<file path="src/rtl/move_pkg.sv">
// move_pkg: shared types, slot encodings and op legality for move_seq.
// Build macro: MOVE_PARTIAL_EXT_EN enables the partial-width extension ops 3-6.
package move_pkg;

  typedef enum logic [2:0] {
    MV_MOVE    = 3'd0,
    MV_SWAP    = 3'd1,
    MV_SFILL   = 3'd2,
    MV_SEXT8   = 3'd3,
    MV_ZEXT8   = 3'd4,
    MV_SEXT16  = 3'd5,
    MV_ZEXT16  = 3'd6,
    MV_ILLEGAL = 3'd7
  } mv_op_t;

  typedef enum logic [1:0] {
    ST_IDLE  = 2'd0,
    ST_BEAT0 = 2'd1,
    ST_BEAT1 = 2'd2
  } mv_state_t;

  localparam logic MV_SLOT_DST = 1'b0;
  localparam logic MV_SLOT_SRC = 1'b1;

  // Extension ops only count as legal when their datapath is built in.
  function automatic logic mv_is_legal(input mv_op_t op);
`ifdef MOVE_PARTIAL_EXT_EN
    return (op != MV_ILLEGAL);
`else
    return (op == MV_MOVE) || (op == MV_SWAP) || (op == MV_SFILL);
`endif
  endfunction

endpackage

</file>
<file path="src/rtl/move_ext.sv">
// move_ext: combinational fill/extend datapath for ops 2-6.
// Build macro: MOVE_PARTIAL_EXT_EN adds the 8/16-bit sign/zero extenders;
// without it only the sign-fill path exists.
module move_ext
  import move_pkg::*;
#(
  parameter int WIDTH = 32
) (
  input  mv_op_t           op_i,
  input  logic [WIDTH-1:0] src_i,
  output logic [WIDTH-1:0] result_o
);

`ifdef MOVE_PARTIAL_EXT_EN
  // Select the fill or extension result; sign-fill doubles as the default.
  always_comb begin
    result_o = {WIDTH{src_i[WIDTH-1]}};
    case (op_i)
      MV_SEXT8:  result_o = {{(WIDTH-8){src_i[7]}}, src_i[7:0]};
      MV_ZEXT8:  result_o = {{(WIDTH-8){1'b0}}, src_i[7:0]};
      MV_SEXT16: result_o = {{(WIDTH-16){src_i[15]}}, src_i[15:0]};
      MV_ZEXT16: result_o = {{(WIDTH-16){1'b0}}, src_i[15:0]};
      default:   result_o = {WIDTH{src_i[WIDTH-1]}};
    endcase
  end
`else
  logic unusedExt;

  // Only sign-fill remains, so the op and low source bits are not needed.
  always_comb begin
    result_o  = {WIDTH{src_i[WIDTH-1]}};
    unusedExt = ^{op_i, src_i[WIDTH-2:0]};
  end
`endif

endmodule

</file>
<file path="src/rtl/move_seq.sv">
// move_seq: handshaked move/swap/sign-fill/extend unit emitting one
// registered write beat per destination operand.
// Build macro: MOVE_PARTIAL_EXT_EN enables ops 3-6 (otherwise illegal).
module move_seq
  import move_pkg::*;
#(
  parameter int WIDTH = 32
) (
  input  logic             clk,
  input  logic             rst,
  input  logic             in_valid,
  output logic             in_ready,
  input  mv_op_t           in_op,
  input  logic [WIDTH-1:0] in_opnd0,
  input  logic [WIDTH-1:0] in_opnd1,
  output logic             out_valid,
  input  logic             out_ready,
  output logic             out_slot,
  output logic [WIDTH-1:0] out_data,
  output logic             out_last,
  output logic             op_err
);

  mv_state_t        state_q;
  logic [WIDTH-1:0] outData_q;
  logic             outSlot_q;
  logic             outLast_q;
  logic             opErr_q;
  logic [WIDTH-1:0] swapHold_q;

  logic [WIDTH-1:0] extResult;
  logic [WIDTH-1:0] firstData;
  logic             accept;
  logic             outFire;
  logic             opLegal;

  move_ext #(.WIDTH(WIDTH)) uExt (
    .op_i     (in_op),
    .src_i    (in_opnd1),
    .result_o (extResult)
  );

  // Handshake qualifiers; in_ready looks through out_ready so a final beat
  // and the next request can complete on the same edge with no bubble.
  always_comb begin
    outFire   = out_valid & out_ready;
    in_ready  = ~rst & ((state_q == ST_IDLE) | (out_valid & outLast_q & out_ready));
    accept    = in_valid & in_ready;
    opLegal   = mv_is_legal(in_op);
    firstData = ((in_op == MV_MOVE) || (in_op == MV_SWAP)) ? in_opnd1 : extResult;
  end

  // Beat FSM: captures operands on accept and advances on each handshake.
  always_ff @(posedge clk) begin
    if (rst) begin
      state_q    <= ST_IDLE;
      outData_q  <= '0;
      outSlot_q  <= MV_SLOT_DST;
      outLast_q  <= 1'b0;
      opErr_q    <= 1'b0;
      swapHold_q <= '0;
    end else begin
      opErr_q <= 1'b0;
      if (accept) begin
        if (opLegal) begin
          state_q    <= ST_BEAT0;
          outData_q  <= firstData;
          outSlot_q  <= MV_SLOT_DST;
          outLast_q  <= (in_op != MV_SWAP);
          swapHold_q <= in_opnd0;
        end else begin
          state_q <= ST_IDLE;
          opErr_q <= 1'b1;
        end
      end else if (outFire) begin
        if ((state_q == ST_BEAT0) && !outLast_q) begin
          state_q   <= ST_BEAT1;
          outData_q <= swapHold_q;
          outSlot_q <= MV_SLOT_SRC;
          outLast_q <= 1'b1;
        end else begin
          state_q <= ST_IDLE;
        end
      end
    end
  end

  // Outputs come straight from the registered FSM state.
  always_comb begin
    out_valid = (state_q != ST_IDLE);
    out_slot  = outSlot_q;
    out_data  = outData_q;
    out_last  = outLast_q;
    op_err    = opErr_q;
  end

endmodule

</file>
<file path="config.mk">
export PLATFORM = sky130hd
export DESIGN_NAME = move_seq
export DESIGN_NICKNAME = d
export VERILOG_FILES = /design/src/rtl/move_pkg.sv /design/src/rtl/move_ext.sv /design/src/rtl/move_seq.sv
export SDC_FILE = /design/constraint.sdc
export NUM_CORES = 1
export LEC_CHECK = 0
export CAP_MARGIN = 20
export CORE_ASPECT_RATIO = 1.75
export CORE_MARGIN = 1.5
export CORE_UTILIZATION = 30
export DETAILED_ROUTE_END_ITERATION = 8
export DONT_BUFFER_PORTS = 1
export PLACE_DENSITY = 0.52
export SLEW_MARGIN = 20
export SYNTH_ARGS = -nofsm -noshare
export SYNTH_HDL_FRONTEND = slang
export SYNTH_SLANG_ARGS = --single-unit
</file>
<file path="constraint.sdc">
create_clock -name clk -period 4.42 [get_ports clk]
set_input_delay 0.663 -clock clk [delete_from_list [all_inputs] [get_ports clk]]
set_output_delay 0.663 -clock clk [all_outputs]
set_load 0.01 [all_outputs]
</file>
== After elaboration in Yosys (flattened, before gate mapping) ==
Index checks and enable logic that the tools add are counted.

* Bits of input ports: 71
* Word-level logic and storage cells: 47
* Output and inout bits: 37
* Bits in registers: 69

* Reductions and logical operators: 12
* Bitwise logic cells: 8
* Equal/unequal tests: 5
* Multiplexer cells: 16

{| class="wikitable"
|+ Operator list
! kind !! number
|-
| 2-to-1 mux 32 bit || 4
|-
| 2-to-1 mux 31 bit || 1
|-
| 2-to-1 mux 1 bit || 8
|-
| 2-to-1 mux 2 bit || 3
|-
| nonzero test 2 bit || 3
|-
| bitwise AND 1 bit || 5
|-
| equality test 3 x 1 -> 1 bit (second input constant) || 1
|-
| equality test 3 x 2 -> 1 bit (second input constant) || 1
|-
| zero test 3 bit || 1
|-
| inequality test 3 x 1 -> 1 bit (second input constant) || 1
|-
| AND reduction 3 bit || 1
|-
| equality test 2 x 1 -> 1 bit (second input constant) || 1
|-
| zero test 2 bit || 1
|-
| logical OR 1 bit || 2
|-
| inequality test 2 x 1 -> 1 bit (second input constant) || 1
|-
| inverter 1 bit || 2
|-
| AND reduction 2 bit || 1
|-
| OR reduction 2 bit || 1
|-
| logical AND 1 bit || 1
|-
| zero test 1 bit || 1
|-
| OR 1 bit || 1
|}

== Logic depth before layout (Yosys ltp) ==
* Word-level depth: 8
* Gate-level depth with buffers: 8
* Depth with buffers taken out: 4

== Modules after synthesis ==
A second synthesis with hierarchy kept.

* Cell total of the unflattened synthesis: 451
* Area, all modules: 3,463.3 um^2

{| class="wikitable"
|+ By module, submodules not included
! module !! sequential area each (um^2) !! instances !! cells an instance !! area each (um^2)
|-
| move_seq || 1,381.3 || 1 || 419 || 3,223.1
|-
| move_ext || 0.0 || 1 || 32 || 240.2
|}

== Least setup slack after synthesis ==
Ideal clock, no wire load.

* Path kind: input-to-output
* From: input out_ready
* To: output in_ready
* Data required time: 3.757 ns
* Path slack: 2.422 ns
* Arrival: 1.335 ns
* Cell stages on the path: 3
* Cell sequence: o2bb2ai_2 clkbuf_1 nor2b_1

* Word-level cells in the longest chain between the ends: 3

{| class="wikitable"
|+ Ends and longest elaborated chain
! what !! line !! text
|-
| start: declaration || move_seq.sv:17 || <nowiki>input logic out_ready,</nowiki>
|-
| bitwise AND 1 bit || move_seq.sv:47 || <nowiki>in_ready = ~rst & ((state_q == ST_IDLE) | (out_valid & outLast_q & out_ready));</nowiki>
|-
| OR 1 bit || move_seq.sv:47 ||
|-
| bitwise AND 1 bit || move_seq.sv:47 ||
|-
| end: declaration || move_seq.sv:12 || <nowiki>output logic in_ready,</nowiki>
|}

Every way passes these cells.

== Final worst setup path ==
* From: register state_q[1]
* To: register outData_q[2] (netlist: out_data[2])

* Word-level cells in the longest chain between the ends: 8
* Elaborated cells between the ends (all ways): 15
* Classes of those cells: eq/ne (2); mux (1); bitwise (6); reduce/logical (6)

{| class="wikitable"
|+ Ends and longest elaborated chain
! what !! line !! text
|-
| start: declaration || move_seq.sv:24 || <nowiki>mv_state_t state_q;</nowiki>
|-
| start signal: assignment || move_seq.sv:56 || <nowiki>state_q <= ST_IDLE;</nowiki>
|-
| start signal: assignment || move_seq.sv:66 || <nowiki>state_q <= ST_BEAT0;</nowiki>
|-
| start signal: assignment || move_seq.sv:72 || <nowiki>state_q <= ST_IDLE;</nowiki>
|-
| nonzero test 2 bit || move_seq.sv:90 || <nowiki>out_valid = (state_q != ST_IDLE);</nowiki>
|-
| bitwise AND 1 bit (2 in series) || move_seq.sv:47 ||
|-
| OR 1 bit || move_seq.sv:47 ||
|-
| bitwise AND 1 bit || move_seq.sv:47 ||
|-
| bitwise AND 1 bit || move_seq.sv:48 || <nowiki>accept = in_valid & in_ready;</nowiki>
|-
| inequality test 2 x 1 -> 1 bit (no source line) / nonzero test 2 bit (equally long branches) || -- ||
|-
| AND reduction 3 bit (no source line) || -- ||
|-
| end signal: assignment || move_seq.sv:67 || <nowiki>outData_q <= firstData;</nowiki>
|-
| end signal: assignment || move_seq.sv:78 || <nowiki>outData_q <= swapHold_q;</nowiki>
|-
| end: declaration || move_seq.sv:25 || <nowiki>logic [WIDTH-1:0] outData_q;</nowiki>
|}

Several ways; a longest one is shown, not always the timed one.
A chain may end at the register's enable or synchronous reset.

==> flow_summary.json <==
{
  "maxCapViolCount": 0,
  "cts-hold-fix-buffers": 0,
  "skew_ns": 0.006170,
  "synth.distinct_cells": 27,
  "die_x_um": 79.10,
  "r2r-end": "out_data[2]",
  "grt_max_degree": 71,
  "vias": 2513,
  "antenna_found_initial": 0,
  "p_int_mw": 1.092,
  "start_kind": "flip-flop",
  "netlist.area_leader.share_pct": 45.43,
  "clkPwrFrac_pct": 45.5,
  "switchingPower_mw": 0.3399,
  "cts_htree_levels": 3,
  "layout-drive-gt1-share_pct": 12.43,
  "cts_resized": 0,
  "io_buffer_count": 0,
  "endpoint_kind": "flip-flop",
  "io_pins": 108,
  "core-area_um2": 9849,
  "hold_ws_ns": 0.3988,
  "syn_avg_cell_area_um2": 8.307,
  "hold_violations": 0,
  "cellLeakagePower_nw": 0.9831,
  "ys_ff_latch": 69,
  "diodes": 0,
  "syn_to_final_growth_pct": 8.724,
  "die_area_um2": 10770,
  "cts_root_buffer": "clkbuf_16",
  "r2r_start": "state_q[1]",
  "synthesis.area_um2": 3040,
  "drv_slew": 0,
  "r2r_cells": 5,
  "status": "finished clean",
  "viasPerCell": 5.335,
  "gr-total-overflow": 0,
  "max_freq_ghz": 0.3968,
  "dr.first_iter.drc_count": 140,
  "pwr-share-comb_pct": 7.6,
  "switching_share_pct": 23.74,
  "routed_wl_um": 8925,
  "route.detailed.wl_per_inst_um": 18.95,
  "netlist_instances": 366,
  "hold_end": "out_data[11]",
  "grt_pass1_vias": 2473,
  "clkTransAtPathRegs_ns": 0.05,
  "rrSetupSlack_ns": 1.90,
  "drc_errors": 0,
  "crit_arrival_ns": 2.76,
  "hold_depth": 1,
  "finalSetupViolCount": 0,
  "min_path_type": "in2reg",
  "post-route-min-period_ns": 2.520,
  "power.share.sequential_pct": 46.9,
  "yosysTopAreaCell": "dfxtp_1",
  "power_density_nw_per_um2": 433.0,
  "finalWorstSetupSlack_ns": 1.900,
  "drtAntennaViolNets": 0,
  "grt_pass1_wl_um": 13410,
  "final_nets": 414,
  "fin_total_pwr_mw": 1.431,
  "grt_usage_pct": 16.75,
  "worst_slew_pin_slew_ns": 1.008,
  "layout_commonest_cell": "nand2_1",
  "synth-warning-count": 0,
  "worstHoldStart": "rst",
  "clk_latency_ns": 0.33,
  "place_hpwl_um": 5899,
  "synth_area_leaders": "dfxtp_1, nand2_1, a21oi_1",
  "layout_common_cells": "nand2_1, dfxtp_1, a21oi_1",
  "cts_tree": "built",
  "fin_crit_sh_pct": 57.02,
  "firstDrtPassIters": 4,
  "required_ns": 4.66,
  "gp_congestion": 0.7368,
  "post-place-ws_ns": 1.687,
  "clock_sinks": 69,
  "fin_setup_tns_ns": 0,
  "yosysSeqAreaShare_pct": 45.43,
  "cts_buffers": 9,
  "die_y_um": 136.2,
  "post-cts-setup-buffer-count": 0,
  "fillers": 1070,
  "slew_headroom_pct": 32.60,
  "rows": 48,
  "critical_path_class": "reg2reg",
  "path_max_fanout": 17,
  "initial_core_util_pct": 30.87,
  "clk_path_buf_depth": 2,
  "ir_worst_vdd_mv": 0.2180,
  "rsz0062_at_grt": "false",
  "syn-num-nets": 437
}
## cell type report
type	instances	area, µm²	share of cell area, %
inverter	2	7.507	0.2271
tap	125	156.4	4.731
multi-input combinational	258	1470	44.47
clock buffer	13	260.3	7.873
clock inverter	1	7.507	0.2271
sequential	69	1381	41.79
timing repair buffer	3	22.52	0.6813
## power groups by stage
stage	Clock (mW)	Combinational [mW]	Sequential, mW
after floorplan	0	0.106	0.679
after global placement	0	0.108	0.685
after detailed placement	0	0.111	0.686
after CTS	0.672	0.111	0.672
after global routing	0.697	0.122	0.674
final	0.651	0.109	0.672
## synth_stat cells
cell type,number
a31oi_1,1
o21a_1,1
or2_2,1
and3_1,2
o2bb2ai_2,1
nand2_1,97
nor2b_1,1
nor2b_2,1
buf_1,1
nor2_1,4
a311oi_1,2
buf_2,12
dfxtp_1,69
a31o_4,1
and4bb_2,1
buf_4,5
a211oi_1,1
nor3_1,24
a21oi_1,66
a311oi_2,20
and2_1,1
buf_6,3
o21ai_0,1
clkbuf_1,16
inv_1,2
a211o_1,10
nand3_1,22
## registers in the layout (all words and copies together), names as in the netlist
signal,count
out_data,32
out_slot,1
swapHold_q,32
state_q,2
out_last,1
op_err,1
## worst max-delay path by stage
| stage | from | slack [ns] | endpoint | cells after the start |
|---|---|---|---|---|
| floorplan | out_ready | 2.42 | in_ready | 3 |
| global placement | in_valid | 1.76 | out_data[17] | 4 |
| detailed placement | in_valid | 1.69 | out_data[2] | 5 |
| CTS | state_q[1] | 1.87 | out_data[2] | 5 |
| global route | state_q[1] | 1.70 | out_data[2] | 5 |
| finish | state_q[1] | 1.90 | out_data[2] | 5 |
## worst max-delay path, cell delays in order, from the launching register on
cell and delay (ns):
dfxtp_1 0.34, o2bb2ai_2 0.56, and2_1 0.73, buf_4 0.36, nand3_1 0.13, a311oi_2 0.30
## cell families after synthesis
logic type / share of synthesized area (%)
AO/OA/AOI/OAI: 26.13
buffers and inverters: 6.667
AND/OR/NAND/NOR: 21.77
flip-flops: 45.43
## metrics by stage
stage	utilization [%]	std cells	cell area, µm²
2_1_floorplan	-	366	3040
3_3_place_gp	30.81	457	3034
3_5_place_dp	30.81	457	3034
4_1_cts	33.52	471	3302
5_1_grt	33.56	471	3306
6_report	33.56	471	3306
## routing by layer
layer | global-route usage [%] | vias up | wire length [µm]
met3 | 5.235 | 8 | 582
met5 | 0 | - | 0
li1 | - | 1235 | -
met4 | 5.653 | 0 | 112
met2 | 29.30 | 81 | 4752
met1 | 19.00 | 1189 | 3477
Note: power is estimated with default switching activity, not from simulation.
